==> src/rtl/bfp_normalizer.sv <==
// Block floating-point normalizer: buffers BLOCK_LEN complex samples, then replays them left-shifted by the block exponent.
// Latency: first output one cycle after the BLOCK_LEN-th input transfer; one sample per cycle in each phase.
// Backpressure: o_ready is high only while filling; outputs hold while o_valid && !i_ready.
module bfp_normalizer #(
  parameter int WIDTH     = 16,
  parameter int BLOCK_LEN = 16
) (
  input  logic             clk,
  input  logic             rstn,
  input  logic             i_valid,
  output logic             o_ready,
  input  logic [WIDTH-1:0] i_re,
  input  logic [WIDTH-1:0] i_im,
  output logic             o_valid,
  input  logic             i_ready,
  output logic [WIDTH-1:0] o_re,
  output logic [WIDTH-1:0] o_im,
  output logic [4:0]       o_shift,
  output logic             o_last
);

  localparam logic ST_FILL  = 1'b0;
  localparam logic ST_DRAIN = 1'b1;

  localparam int             AW       = (BLOCK_LEN > 1) ? $clog2(BLOCK_LEN) : 1;
  localparam logic [AW-1:0]  LAST_IDX = AW'(BLOCK_LEN - 1);
  localparam logic [4:0]     MAX_CNT  = 5'(WIDTH - 1);

  logic             state;
  logic [AW-1:0]    wr_idx;
  logic [AW-1:0]    rd_idx;
  logic [4:0]       min_cnt;
  logic [WIDTH-1:0] buf_re [BLOCK_LEN];
  logic [WIDTH-1:0] buf_im [BLOCK_LEN];

  logic             in_xfer;
  logic             out_xfer;
  logic [4:0]       cnt_re;
  logic [4:0]       cnt_im;
  logic [4:0]       smp_min;
  logic [4:0]       blk_min;

  // Number of bits below the sign bit that match it: the largest left shift
  // that cannot change the sign or lose magnitude.
  function automatic logic [4:0] lead_cnt(input logic [WIDTH-1:0] x);
    logic [4:0] n;
    logic       run;
    n   = '0;
    run = 1'b1;
    for (int i = WIDTH - 2; i >= 0; i--) begin
      if (run && (x[i] == x[WIDTH-1])) n = n + 5'd1;
      else                             run = 1'b0;
    end
    return n;
  endfunction

  assign o_ready  = (state == ST_FILL);
  assign o_valid  = (state == ST_DRAIN);
  assign o_last   = (state == ST_DRAIN) && (rd_idx == LAST_IDX);
  assign in_xfer  = i_valid && o_ready;
  assign out_xfer = o_valid && i_ready;

  // Shift is the minimum headroom over the whole block, so no sample overflows.
  assign o_re = buf_re[rd_idx] << o_shift;
  assign o_im = buf_im[rd_idx] << o_shift;

  // Headroom of the incoming sample folded into the block minimum; the first
  // sample of a block re-seeds the minimum instead of folding into it.
  always_comb begin
    cnt_re  = lead_cnt(i_re);
    cnt_im  = lead_cnt(i_im);
    smp_min = (cnt_re < cnt_im) ? cnt_re : cnt_im;
    blk_min = smp_min;
    if ((wr_idx != '0) && (min_cnt < smp_min)) blk_min = min_cnt;
  end

  // Sample storage; contents are don't-care after reset, so no reset here.
  always_ff @(posedge clk) begin
    if (in_xfer) begin
      buf_re[wr_idx] <= i_re;
      buf_im[wr_idx] <= i_im;
    end
  end

  // FILL/DRAIN sequencing, indices, running minimum and block exponent.
  always_ff @(posedge clk) begin
    if (!rstn) begin
      state   <= ST_FILL;
      wr_idx  <= '0;
      rd_idx  <= '0;
      min_cnt <= MAX_CNT;
      o_shift <= '0;
    end else begin
      case (state)
        ST_FILL: begin
          if (in_xfer) begin
            min_cnt <= blk_min;
            if (wr_idx == LAST_IDX) begin
              o_shift <= blk_min;
              wr_idx  <= '0;
              state   <= ST_DRAIN;
            end else begin
              wr_idx <= wr_idx + 1'b1;
            end
          end
        end
        default: begin
          if (out_xfer) begin
            if (rd_idx == LAST_IDX) begin
              rd_idx <= '0;
              state  <= ST_FILL;
            end else begin
              rd_idx <= rd_idx + 1'b1;
            end
          end
        end
      endcase
    end
  end

endmodule

==> config.mk <==
export PLATFORM = sky130hd
export DESIGN_NAME = bfp_normalizer
export DESIGN_NICKNAME = d
export VERILOG_FILES = /design/src/rtl/bfp_normalizer.sv
export SDC_FILE = /design/constraint.sdc
export NUM_CORES = 1
export LEC_CHECK = 0
export CORE_MARGIN = 1.5
export CORE_UTILIZATION = 62
export DETAILED_ROUTE_END_ITERATION = 7
export PLACE_DENSITY = 0.76
export SYNTH_ARGS = -nofsm -noshare
export SYNTH_HDL_FRONTEND = slang
export SYNTH_SLANG_ARGS = --single-unit
==> constraint.sdc <==
create_clock -name clk -period 15.6 [get_ports clk]
set_clock_uncertainty 0.1 [all_clocks]
set_input_delay 2.34 -clock clk [delete_from_list [all_inputs] [get_ports clk]]
set_output_delay 2.34 -clock clk [all_outputs]
set_load 0.02 [all_outputs]
==> results of run 1 <==
-- area by class of cell --
type / count / area, sq um
well taps: 532 / 666
clock inverters: 33 / 256
multi-input cells: 1008 / 9140
inverters: 33 / 124
diodes: 1 / 2.50
fillers: 2605 / 12200
clock buffers: 59 / 1370
repair buffers: 113 / 1030
flip-flops and latches: 535 / 15800
-- layout by cell type (no fill, tap or decap), drive strengths merged, types with 5 or more instances in the layout --
cell,n
inv,36
a31oi,18
a21oi,46
xor2,16
clkbuf,59
a21o,10
o22ai,13
a211oi,16
a21boi,7
clkinv,23
o211ai,9
o22a,5
buf,40
and3,21
or2,13
o21ai,57
clkinvlp,5
mux4,160
o31ai,6
clkdlybuf4s50,73
o21a,9
nor2b,10
ha,38
dfxtp,23
nor3b,7
and2,31
nand2,119
a311oi,6
nand2b,17
mux2,23
nand3,37
nor2,119
nor3,33
nand4,5
mux2i,33
edfxtp,512
or3,13
xnor2,34
-- worst paths after layout --
check	start	endpoint	slack, ps	cells past startpoint
setup / recovery	i_im[12]	min_cnt[0]$_SDFFE_PN1P_	2330	50
hold / removal	min_cnt[4]$_SDFFE_PN0P_	min_cnt[4]$_SDFFE_PN0P_	390	2
hold reg to reg	min_cnt[4]$_SDFFE_PN0P_	min_cnt[4]$_SDFFE_PN0P_	390	2
setup reg to reg	o_valid$_SDFF_PN0_	buf_re[7][11]$_DFFE_PP_	12760	5
-- tightest hold or removal path, stage by stage (launching register included) --
cell and delay (ps):
dfxtp_1 320, nand2_1 60, a21boi_1 50
-- registers in the layout (all words and copies together) (netlist names), named ones only --
name	flops
o_shift	5
buf_re	256
min_cnt	5
o_valid	1
wr_idx	4
rd_idx	4
buf_im	256
-- power groups by stage --
stage	clock network (W)	registers, W	logic (W)
global route	0.00127	0.00160	0.000256
CTS	0.00122	0.00160	0.000233
finish	0.00120	0.00160	0.000235
global placement	0	0.00163	0.000225
detailed placement	0	0.00163	0.000232
floorplan	0	0.00163	0.000142
-- stage by stage --
| stage | area, sq um | util |
|---|---|---|
| detailed placement | 26800 | 0.659 |
| floorplan | 25400 | - |
| global route | 28400 | 0.700 |
| global placement | 26800 | 0.659 |
| finish | 28400 | 0.700 |
| CTS | 28400 | 0.700 |
-- cell families (layout without fill, tap and decap cells) --
kind of cell | count (synthesis) | after routing | synth area share
fa+ha+maj | 40 | 40 | 0.0195
flops | 535 | 535 | 0.622
simple gates | 450 | 450 | 0.0876
buf+inv | 123 | 238 | 0.0189
compound gates | 249 | 249 | 0.0668
mux | 216 | 216 | 0.165
xor+xnor | 53 | 53 | 0.0199
other cells | 0 | 1 | 0
-- metal layers --
layer / routed length (microns) / GRT usage / vias up / part of all wire
li1: - / - / 6804 / -
met1: 24300 / 0.419 / 7793 / 0.39
met2: 30700 / 0.502 / 750 / 0.49
met3: 5770 / 0.0512 / 90 / 0.093
met4: 1250 / 0.0691 / 4 / 0.020
met5: 26 / 0 / - / 0.00042
==> flow_summary.json, run 1 <==
{
  "hold_class": "reg -> reg",
  "clk_pin_slew_ps": 60,
  "power_frac_comb": 0.078,
  "rsz0062_at_grt": "false",
  "clk_latency_ps": 600,
  "cp_max_fo": 23,
  "num_vias": 15441,
  "coreArea_sq_um": 40600,
  "synthTopCellsByArea": "edfxtp_1 60%, mux4_2 14%, ha_1 1.9%",
  "root_buffer": "clkbuf_16",
  "place.gp.congestion": 0.942,
  "period_needed_ps": 13270,
  "synth_cells": 1666,
  "yosysTopAreaCellShare": 0.604,
  "p_leak_nw": 9.12,
  "avgSynthCellArea_sq_um": 15.3,
  "dieArea_sq_um": 42300,
  "postCtsResizedCells": 0,
  "final_antenna_net_count": 0,
  "placed_cells": 2221,
  "io_pins": 76,
  "antenna_found_initial": 2,
  "drc": 0,
  "cap_violations": 0,
  "crit_required_ps": 15970,
  "syn_area_sq_um": 25400,
  "tns_ps": 0,
  "async_reset_ff_frac": 0,
  "synth_common_cells": "512 x edfxtp_1, 160 x mux4_2, 119 x nand2_1, 119 x nor2_1, 57 x o21ai_0",
  "synthDistinctLibCells": 85,
  "area_delta_synth_final_pct": 11.8,
  "worstMarginPinSlew_ps": 1210,
  "worstSetupPathType": "in -> reg",
  "ys_seq_area_frac": 0.622,
  "whs_ps": 387,
  "htreeDepth": 2,
  "cp_slowest_stage_delay_ps": 950,
  "synth-edff-count": 512,
  "layout.cells.non_filler": 2314,
  "setup_slack_ps": 2330,
  "clkSinkCount": 535,
  "seqPwrFrac": 0.527,
  "vias_per_cell": 6.67,
  "cpMaxStageDelayCell": "clkdlybuf4s50_1",
  "wirelength_microns": 62100,
  "grt-ovfl-total": 0,
  "num_rows": 74,
  "power_density_nw_per_um2": 107,
  "numPortBuffers": 75,
  "irDropWorstVdd_uv": 71.7,
  "crit_path_start_kind": "primary input",
  "swShare": 0.226,
  "p_int_w": 0.00235,
  "status": "complete, no violations",
  "crit_buf_inv": 7,
  "first_iter_violations": 1752,
  "wl_per_cell_microns": 26.8,
  "hold_viol": 0,
  "critical_path.top_delay_family": "compound AO/OA/AOI/OAI gates",
  "start_util": 0.626,
  "ctsHoldBuffers": 0,
  "first_global_vias": 14967,
  "final.period_utilization": 0.851,
  "synth_seq_cells": 535,
  "die_w_microns": 206,
  "synth_most_common_cell": "edfxtp_1",
  "end_kind": "register",
  "p_switching_w": 0.000686,
  "cts_tree": "yes",
  "slew_viol_final": 0,
  "p_total_w": 0.00303,
  "synth_fp_nets": 1740,
  "cts_setup_buffers": 0,
  "crit_arrival_ps": 13640,
  "timing.fmax_mhz": 75.4,
  "yosysWarnings": 0,
  "dp_hpwl_microns": 36500,
  "layout-drive-gt1-share": 0.197,
  "ctsLongestPathBuffers": 3,
  "crit_path_frequent_cell": "ha_1",
  "die_y_microns": 206,
  "fin_nets": 1818,
  "relSlewSlack": 0.191,
  "clock_power_share": 0.396,
  "grt_max_degree": 66,
  "track_usage": 0.301,
  "ys.flop_type": "edfxtp_1",
  "setup_viol": 0,
  "grt_pass1_wl_microns": 92100,
  "place_ws_ps": 1900,
  "synth_top_area_cell": "edfxtp_1",
  "cts_buffers": 53,
  "drt_first_pass_iters": 6
}
Note: power is estimated with default switching activity, not from simulation.
==> run 2: changes to the inputs <==
==> constraint.sdc (replaced) <==
create_clock -name clk -period 15.6 [get_ports clk]
set_clock_uncertainty 0.1 [all_clocks]
set_input_delay 1.56 -clock clk [delete_from_list [all_inputs] [get_ports clk]]
set_output_delay 1.56 -clock clk [all_outputs]
set_load 0.02 [all_outputs]
==> flow_summary.json, run 2 (synthesized netlist as in run 1, its figures left out) <==
{
  "cpMaxStageDelayCell": "clkdlybuf4s50_1",
  "fin_util": 0.699,
  "slew_viol_final": 0,
  "final.period_utilization": 0.804,
  "end_kind": "register",
  "cap_violations": 0,
  "dp_hpwl_microns": 36600,
  "worstMarginPinSlew_ps": 1140,
  "p_leak_nw": 9.10,
  "final_common_cell": "edfxtp_1",
  "fin_area_sq_um": 28400,
  "wl_per_cell_microns": 26.9,
  "cts_buffers": 52,
  "top_regs": "buf_im x256, buf_re x256",
  "io_pins": 76,
  "drt_first_pass_iters": 5,
  "grt-ovfl-total": 0,
  "grt_max_degree": 66,
  "postCtsResizedCells": 0,
  "vias_per_cell": 6.69,
  "clkSinkCount": 535,
  "htreeDepth": 2,
  "ff_latch_area_sq_um": 15800,
  "status": "complete, no violations",
  "first_iter_violations": 1727,
  "cp_max_fo": 23,
  "drc": 0,
  "whs_ps": 383,
  "final_cell_mix": "512 x edfxtp_1, 160 x mux4_2, 119 x nor2_1, 119 x nand2_1, 73 x clkdlybuf4s50_1",
  "setup_viol": 0,
  "final_antenna_net_count": 0,
  "cp_slowest_stage_delay_ps": 940,
  "grt_pass1_wl_microns": 92400,
  "ctsLongestPathBuffers": 3,
  "period_needed_ps": 12540,
  "track_usage": 0.303,
  "relSlewSlack": 0.239,
  "crit_path_frequent_cell": "ha_1",
  "numPortBuffers": 75,
  "die_w_microns": 206,
  "start_util": 0.626,
  "first_global_vias": 15023,
  "layout-drive-gt1-share": 0.193,
  "worstSetupPathType": "in -> reg",
  "place.gp.congestion": 0.942,
  "n_fill_cell": 2587,
  "cts_setup_buffers": 0,
  "postPlaceCellArea_sq_um": 26800,
  "multiInputGateArea_sq_um": 9140,
  "die_y_microns": 206,
  "timing.fmax_mhz": 79.7,
  "antenna_found_initial": 4,
  "cts_tree": "yes",
  "clk_latency_ps": 590,
  "root_buffer": "clkbuf_16",
  "crit_path_start_kind": "primary input",
  "crit_arrival_ps": 12910,
  "tns_ps": 0,
  "dieArea_sq_um": 42300,
  "num_vias": 15480,
  "power_density_nw_per_um2": 107,
  "fin_nets": 1817,
  "rsz0062_at_grt": "false",
  "crit_required_ps": 15970,
  "hold_viol": 0,
  "ctsHoldBuffers": 0,
  "area_delta_synth_final_pct": 11.7,
  "coreArea_sq_um": 40600,
  "hold_class": "reg -> reg",
  "num_rows": 74,
  "irDropWorstVdd_uv": 83.8,
  "clk_pin_slew_ps": 60,
  "wirelength_microns": 62300
}
[run 2: area by class of cell]
type / count / share of cell area
Antenna cell: 2 / 0.000176
Clock buffer: 64 / 0.0481
Clock inverter: 28 / 0.00815
Inverter: 33 / 0.00436
Multi-Input combinational cell: 1008 / 0.322
Sequential cell: 535 / 0.558
Tap cell: 532 / 0.0234
Timing Repair Buffer: 113 / 0.0361
[run 2: routing by layer]
| layer | wire, microns | track usage | vias up |
|---|---|---|---|
| met4 | 1850 | 0.0933 | 2 |
| met2 | 30100 | 0.489 | 744 |
| met5 | 13 | 0 | - |
| li1 | - | - | 6792 |
| met1 | 24600 | 0.421 | 7817 |
| met3 | 5790 | 0.0605 | 125 |
[run 2: stage by stage]
stage | worst slack [ps] | instances | total power [W]
floorplan | 4150 | 1666 | 0.00177
global placement | 3080 | 2221 | 0.00185
detailed placement | 2670 | 2221 | 0.00186
CTS | 3290 | 2313 | 0.00304
global route | 2290 | 2315 | 0.00311
finish | 3060 | 2315 | 0.00303
[run 2: path summary, 6_finish.rpt]
kind / from / to / slack, ps / depth (start not counted)
worst max-delay path: i_im[12] / min_cnt[0]$_SDFFE_PN1P_ / 3060 / 50
worst min-delay path: min_cnt[4]$_SDFFE_PN0P_ / min_cnt[4]$_SDFFE_PN0P_ / 380 / 2
worst max register to register: o_valid$_SDFF_PN0_ / buf_re[7][10]$_DFFE_PP_ / 12750 / 5
worst min register to register: min_cnt[4]$_SDFFE_PN0P_ / min_cnt[4]$_SDFFE_PN0P_ / 380 / 2
[run 2: critical path, delay by kind of cell]
kind	cells	cell delay, ps
AO/OA/AOI/OAI	21	4330
XOR/XNOR	1	480
multiplexers	5	1190
adder cells (fa/ha/maj)	8	2380
AND/OR/NAND/NOR	8	1290
buffers and inverters	7	1640
[run 2: where the power goes]
group | internal, W | switching, W
combinational | 0.0000895 | 0.000146
sequential | 0.00159 | 0.00000563
clock | 0.000672 | 0.000522
total | 0.00235 | 0.000674
==> run 3: changes to the inputs <==
- clock period: 15.6 -> 13 ns (I/O delays scaled with it)
==> flow_summary.json, run 3 (synthesized netlist as in run 1, its figures left out) <==
{
  "status": "complete, no violations",
  "final_cell_mix": "512 x edfxtp_1, 160 x mux4_2, 119 x nor2_1, 119 x nand2_1, 72 x clkdlybuf4s50_1",
  "critical_path.top_delay_family": "compound AO/OA/AOI/OAI gates",
  "num_vias": 15515,
  "fin_nets": 1813,
  "first_global_vias": 15061,
  "final_antenna_net_count": 0,
  "fin_area_sq_um": 28300,
  "area_delta_synth_final_pct": 11.3,
  "relSlewSlack": 0.245,
  "place.gp.congestion": 0.888,
  "cap_violations": 0,
  "cts_buffers": 50,
  "timing.fmax_mhz": 82.5,
  "crit_buf_inv": 6,
  "cts_tree": "yes",
  "clk_pin_slew_ps": 60,
  "top_regs": "buf_im x256, buf_re x256",
  "crit_path_frequent_cell": "ha_1",
  "period_needed_ps": 12120,
  "n_fill_cell": 2589,
  "root_buffer": "clkbuf_16",
  "slew_viol_final": 0,
  "worstSetupPathType": "in -> reg",
  "cts_setup_buffers": 0,
  "final.period_utilization": 0.933,
  "clkSinkCount": 535,
  "htreeDepth": 2,
  "setup_viol": 0,
  "hold_viol": 0,
  "setup_slack_ps": 877,
  "grt_max_degree": 66,
  "multiInputGateArea_sq_um": 9140,
  "ff_latch_area_sq_um": 15800,
  "die_w_microns": 206,
  "first_iter_violations": 1927,
  "crit_required_ps": 13360,
  "io_pins": 76,
  "cp_max_fo": 23,
  "power_density_nw_per_um2": 126,
  "layout-drive-gt1-share": 0.191,
  "numPortBuffers": 75,
  "fin_util": 0.697,
  "grt_pass1_wl_microns": 93200,
  "clk_latency_ps": 590,
  "track_usage": 0.307,
  "dieArea_sq_um": 42300,
  "crit_path_start_kind": "primary input",
  "coreArea_sq_um": 40600,
  "crit_arrival_ps": 12480,
  "grt-ovfl-total": 0,
  "vias_per_cell": 6.71,
  "postPlaceCellArea_sq_um": 26800,
  "layout.cells.non_filler": 2311,
  "num_rows": 74,
  "ctsLongestPathBuffers": 3,
  "die_y_microns": 206,
  "wirelength_microns": 63800,
  "antenna_found_initial": 5,
  "r2r_slack_ps": 10090,
  "wl_per_cell_microns": 27.6,
  "irDropWorstVdd_uv": 86.1,
  "final_common_cell": "edfxtp_1",
  "start_util": 0.626,
  "placed_cells": 2219,
  "dp_hpwl_microns": 36100,
  "cpMaxStageDelayCell": "clkdlybuf4s50_1",
  "p_leak_nw": 9.08,
  "worstMarginPinSlew_ps": 1130,
  "end_kind": "register",
  "rsz0062_at_grt": "false",
  "drc": 0,
  "tns_ps": 0,
  "place_ws_ps": 440,
  "cp_slowest_stage_delay_ps": 760,
  "drt_first_pass_iters": 5,
  "hold_class": "reg -> reg"
}
## run 3: cell types whose count changed in the layout (fill, tap and decap cells not counted), moves of 2 or more
cell / before / now
clkbuf_1: 11 / 8
clkinv_1: 11 / 14
clkinvlp_4: 3 / 0
clkinv_2: 8 / 12
clkbuf_16: 53 / 51
buf_4: 38 / 36
## run 3: per-layer routing
layer  part of all wire  vias to the layer above  GRT usage
met5            0.00016                        -          0
met4              0.031                        2     0.0985
met3              0.098                      121     0.0572
met2               0.47                      800      0.487
met1               0.40                     7813      0.436
li1                   -                     6779          -
## run 3: worst paths after layout
| check | start | to | depth (start not counted) |
|---|---|---|---|
| worst max-delay path | i_im[14] | min_cnt[0]$_SDFFE_PN1P_ | 49 |
| worst min-delay path | o_shift[4]$_SDFFE_PN0P_ | o_shift[4]$_SDFFE_PN0P_ | 2 |
| worst max register to register | o_valid$_SDFF_PN0_ | buf_re[14][11]$_DFFE_PP_ | 4 |
| worst min register to register | o_shift[4]$_SDFFE_PN0P_ | o_shift[4]$_SDFFE_PN0P_ | 2 |
## run 3: per-stage QoR
step / power [W] / hold WS, ps
after floorplan: 0.00212 / 349
after global placement: 0.00222 / 362
after detailed placement: 0.00223 / 371
after CTS: 0.00358 / 380
after global routing: 0.00367 / 384
final: 0.00357 / 380
## run 3: worst min-delay path, stage by stage, from the launching register on
cell and delay (ps):
dfxtp_1 310, nand2_1 70, a21boi_2 50
## run 3: area by class of cell
type / count / share of cell area
clock buffers: 59 / 0.0461
well taps: 532 / 0.0235
flip-flops and latches: 535 / 0.560
repair buffers: 111 / 0.0358
inverters: 33 / 0.00437
diodes: 2 / 0.000177
multi-input cells: 1008 / 0.323
clock inverters: 31 / 0.00742
## run 3: report_power, final
group	leakage (nW)	internal [W]	switching, W
Combinational	3.51	0.000107	0.000175
Sequential	4.82	0.00191	0.00000759
Clock	0.754	0.000757	0.000617
## run 3: what timing repair did
action	in CTS	in global routing
gates resized for setup	0	1
hold buffers	0	0
endpoints found under the setup margin	0	1
==> variant 1, RTL diff (flow settings as in run 3) <==
Change the parameter `BLOCK_LEN` from 16 to 8.
--- a/src/rtl/bfp_normalizer.sv
+++ b/src/rtl/bfp_normalizer.sv
@@ -4,5 +4,5 @@
 module bfp_normalizer #(
   parameter int WIDTH     = 16,
-  parameter int BLOCK_LEN = 16
+  parameter int BLOCK_LEN = 8
 ) (
   input  logic             clk,
Check against the original RTL: same outputs for any inputs over 4 cycles, from zero or initial values and one cycle with rstn low; that may be too few to reach the edited logic, so the function may still have changed.
==> variant 1 against run 3 <==
- count of clock-buffer cells in the layout down 27
- critical path depth up 5
- cell area decreased by 38%
- highest routed layer is now met4
- routed wire length shrank 45%
- synthesized cell count shrank 23%
- worst setup slack improved by 0.039 ns
- synthesized area is 39% lower
- sequential cell count fell by 259
- combinational power down 22%
- power shrank 43%
- global-route usage down 3.2 points
==> variant 1: results (changes against run 3) <==
metric	value	unit	change
grt_start_max_net_pins	65		-1.5%
max_stage_delay	0.66	ns	-0.10 ns
synth_commonest_cells	edfxtp_1 (256), nand2_1 (137), nor2_1 (98)		
wl_met2	16860	µm	-44%
grt_pass1_vias	10200		-32%
synth_edf_count	256		-50%
drive_gt1_share	16.07	%	-3.1 points
vias_per_cell	6.372		-5.1%
die_w	161.3	µm	-22%
synth-seq-area-share	52.04	%	-10 points
fin_cells	1668		-28%
n_fill_cell	1628		-37%
grt_pass1_wl	55500	µm	-40%
synth-compound-area-share	9.467	%	+2.8 points
cts_buffers	26		-48%
status	complete, no violations		
hp-start	rd_idx[2]		
pre_cts_slack	0.4923	ns	+0.05253 ns
avgSynthCellArea	12.13	µm²	-21%
wirelength	35410	µm	-45%
nets	1399		-23%
final_area	17490	µm²	-38%
antenna_found_initial	0		-5
dpl.cell_count	1621		-27%
clock_latency	0.53	ns	-0.06 ns
synth_mux_area_share	16.70	%	+0.22 points
top_regs	buf_im (128), buf_re (128)		
tightest_slew	0.9659	ns	-0.1627 ns
dr_wl_met3	2469	µm	-61%
yosys-top-cells-area	edfxtp_1 (49%), mux4_2 (9.7%), mux2i_1 (3.4%)		
grt_usage	27.57	%	-3.2 points
peakVddDrop	0.0001007	V	+17%
highest_layer	met4		
synth-xor-area-share	3.397	%	+1.4 points
htree_num_levels	1		-1
wl_met1	15370	µm	-39%
critPathLaunch	i_im[13]		
dp_hpwl	22230	µm	-38%
## variant 1: changes by cell type after synthesis, sizes merged, moves of 11 or more
cell / delta
clkbuf: -11
and2: -11
o21ai: +25
mux2i: +21
edfxtp: -256
mux4: -93
nor2: -21
mux2: +24
a21oi: +13
nand2: +19
## variant 1: layout make-up
class,count,share of cell area (%)
clock inverters,15,1.295
clock buffers,32,3.970
well taps,324,2.317
flip-flops and latches,276,46.28
repair buffers,91,4.950
multi-input cells,897,40.48
inverters,33,0.7081
## variant 1: layer usage
metal,up-vias,GRT usage (%)
li1,4952,-
met1,5205,39.96
met2,416,44.71
met3,55,2.902
met4,0,7.828
met5,-,0
## variant 1: path summary, 6_finish.rpt
kind                                     end  slack [ns]
worst min-delay path               flip-flop        0.42
worst min register to register     flip-flop        0.42
worst max register to register  buf_re[6][2]       10.31
worst max-delay path              min_cnt[3]        0.92
## variant 1: where the power goes
part           total, µW  internal (µW)  switching [µW]
registers            994            988            6.02
clock network        815            498             317
logic                219           88.3             131
total               2030           1570             453
==> variant 2, RTL diff (config.mk and constraints of run 3) <==
Without the edit above. Reset style: asynchronous (`rstn`), changed in one clocked block.
--- a/src/rtl/bfp_normalizer.sv
+++ b/src/rtl/bfp_normalizer.sv
@@ -84,5 +84,5 @@
 
   // FILL/DRAIN sequencing, indices, running minimum and block exponent.
-  always_ff @(posedge clk) begin
+  always_ff @(posedge clk or negedge rstn) begin
     if (!rstn) begin
       state   <= ST_FILL;
Behaviour: differs if rstn is asserted again (counterexample within 4 cycles, from zero or initial values and one cycle with rstn low); with rstn held inactive, the same outputs for 4 cycles.
==> variant 2 against run 3 <==
- sequential share of layout area increased by 1.1 points
- sequential cell count decreased by 4
- highest routed layer is now met4
- via count down 6.1%
- critical path type unchanged
- routed wire length decreased by 5.9%
- core utilization is 0.61 points higher
- count of clock-buffer cells in the layout increased by 4
- worst setup slack improved by 0.83 ns
- cell area decreased by 1.9%
- synthesized area fell by 2.6%
- fmax grew 7.4%
Power is not compared: it rests on default switching activity, and its combinational part moved more than twofold at a synthesized area within 25%.
==> variant 2: results (changes against run 3) <==
metric	value	unit	change
max_stage_delay	0.89	ns	+0.13 ns
drive_gt1_share	20.43	%	+1.3 points
synth-seq-cells	531		-0.75%
wl_met2	29030	µm	-4.1%
dr_wl_met3	5470	µm	-13%
top_regs	buf_im (256), buf_re (256)		
grt_pass1_vias	14160		-6.0%
use_met1	42.20	%	-1.4 points
dpl.cell_count	2110		-4.9%
synth-xor-area-share	2.180	%	+0.19 points
wirelength	60030	µm	-5.9%
synth-compound-area-share	5.810	%	-0.87 points
synth_mux_area_share	16.71	%	+0.23 points
nets	1713		-5.5%
crit_arrival	11.72	ns	-0.76 ns
clkTransAtPathRegs	0.06	ns	about the same
yosys-top-cells-area	edfxtp_1 (62%), mux4_2 (15%), ha_1 (1.9%)		
use_met2	47.98	%	-0.72 points
synth_commonest_cells	edfxtp_1 (512), mux4_2 (160), nand2_1 (119)		
synth_cell_type_count	78		-8.2%
grt_usage	29.77	%	-0.96 points
dp_hpwl	34780	µm	-3.6%
n_fill_cell	2491		-3.8%
peakVddDrop	0.0001867	V	
crit_fanout	22		-4.3%
synth-seq-area-share	63.96	%	+1.7 points
async_flop_share	3.578	%	+3.6 points
relSlewSlack	19.23	%	-5.3 points
first_iter_violations	1643		-15%
status	complete, no violations		
globalplace.congestion	0.9233		+4.0%
grt_pass1_wl	88910	µm	-4.6%
gr-usage-met3	5.169	%	-0.55 points
antenna_found_initial	4		-1
postPlaceCellArea	26130	µm²	-2.5%
core	39550	µm²	-2.7%
firstDrtPassIters	6		+1
highest_layer	met4		
grt_start_max_net_pins	64		-3.0%
pre_cts_slack	1.140	ns	+0.7007 ns
synthesis.nets	1633		-6.1%
p_leak	0.009090	µW	
avgSynthCellArea	15.90	µm²	+4.1%
vias_per_cell	6.604		-1.6%
r2r_cells	7		+3
cts_buffers	52		+4.0%
synth_fa_ha_area_share	2.044	%	+0.097 points
vias	14560		-6.1%
wl_met1	23810	µm	-5.7%
variant 2: changes by cell type after synthesis, moves of 9 or more:
cell	delta
dfxtp_1	-23
clkbuf_1	-10
a31oi_1	-10
dfrtp_1	+15
nand3_1	-16
nor2_1	-9
variant 2: path summary, 6_finish.rpt:
check                           start    endpoint  slack, ns
min reg2reg                min_cnt[2]  min_cnt[2]       0.46
max in group asynchronous        rstn   rd_idx[1]      11.03
min in group asynchronous        rstn   rd_idx[0]       1.11
max reg2reg                   o_valid  o_shift[4]       9.85
min                        min_cnt[2]  min_cnt[2]       0.46
max                          i_im[13]  min_cnt[3]       1.71
variant 2: final cells by class:
class / count / area, µm² / share of cell area, %
Tap cell: 525 / 656.9 / 2.364
Antenna cell: 1 / 2.502 / 0.009005
Clock buffer: 63 / 1363 / 4.903
Inverter: 31 / 116.4 / 0.4187
Clock inverter: 31 / 291.5 / 1.049
Sequential cell: 531 / 15870 / 57.09
Timing Repair Buffer: 105 / 965.9 / 3.476
Multi-Input combinational cell: 918 / 8528 / 30.69
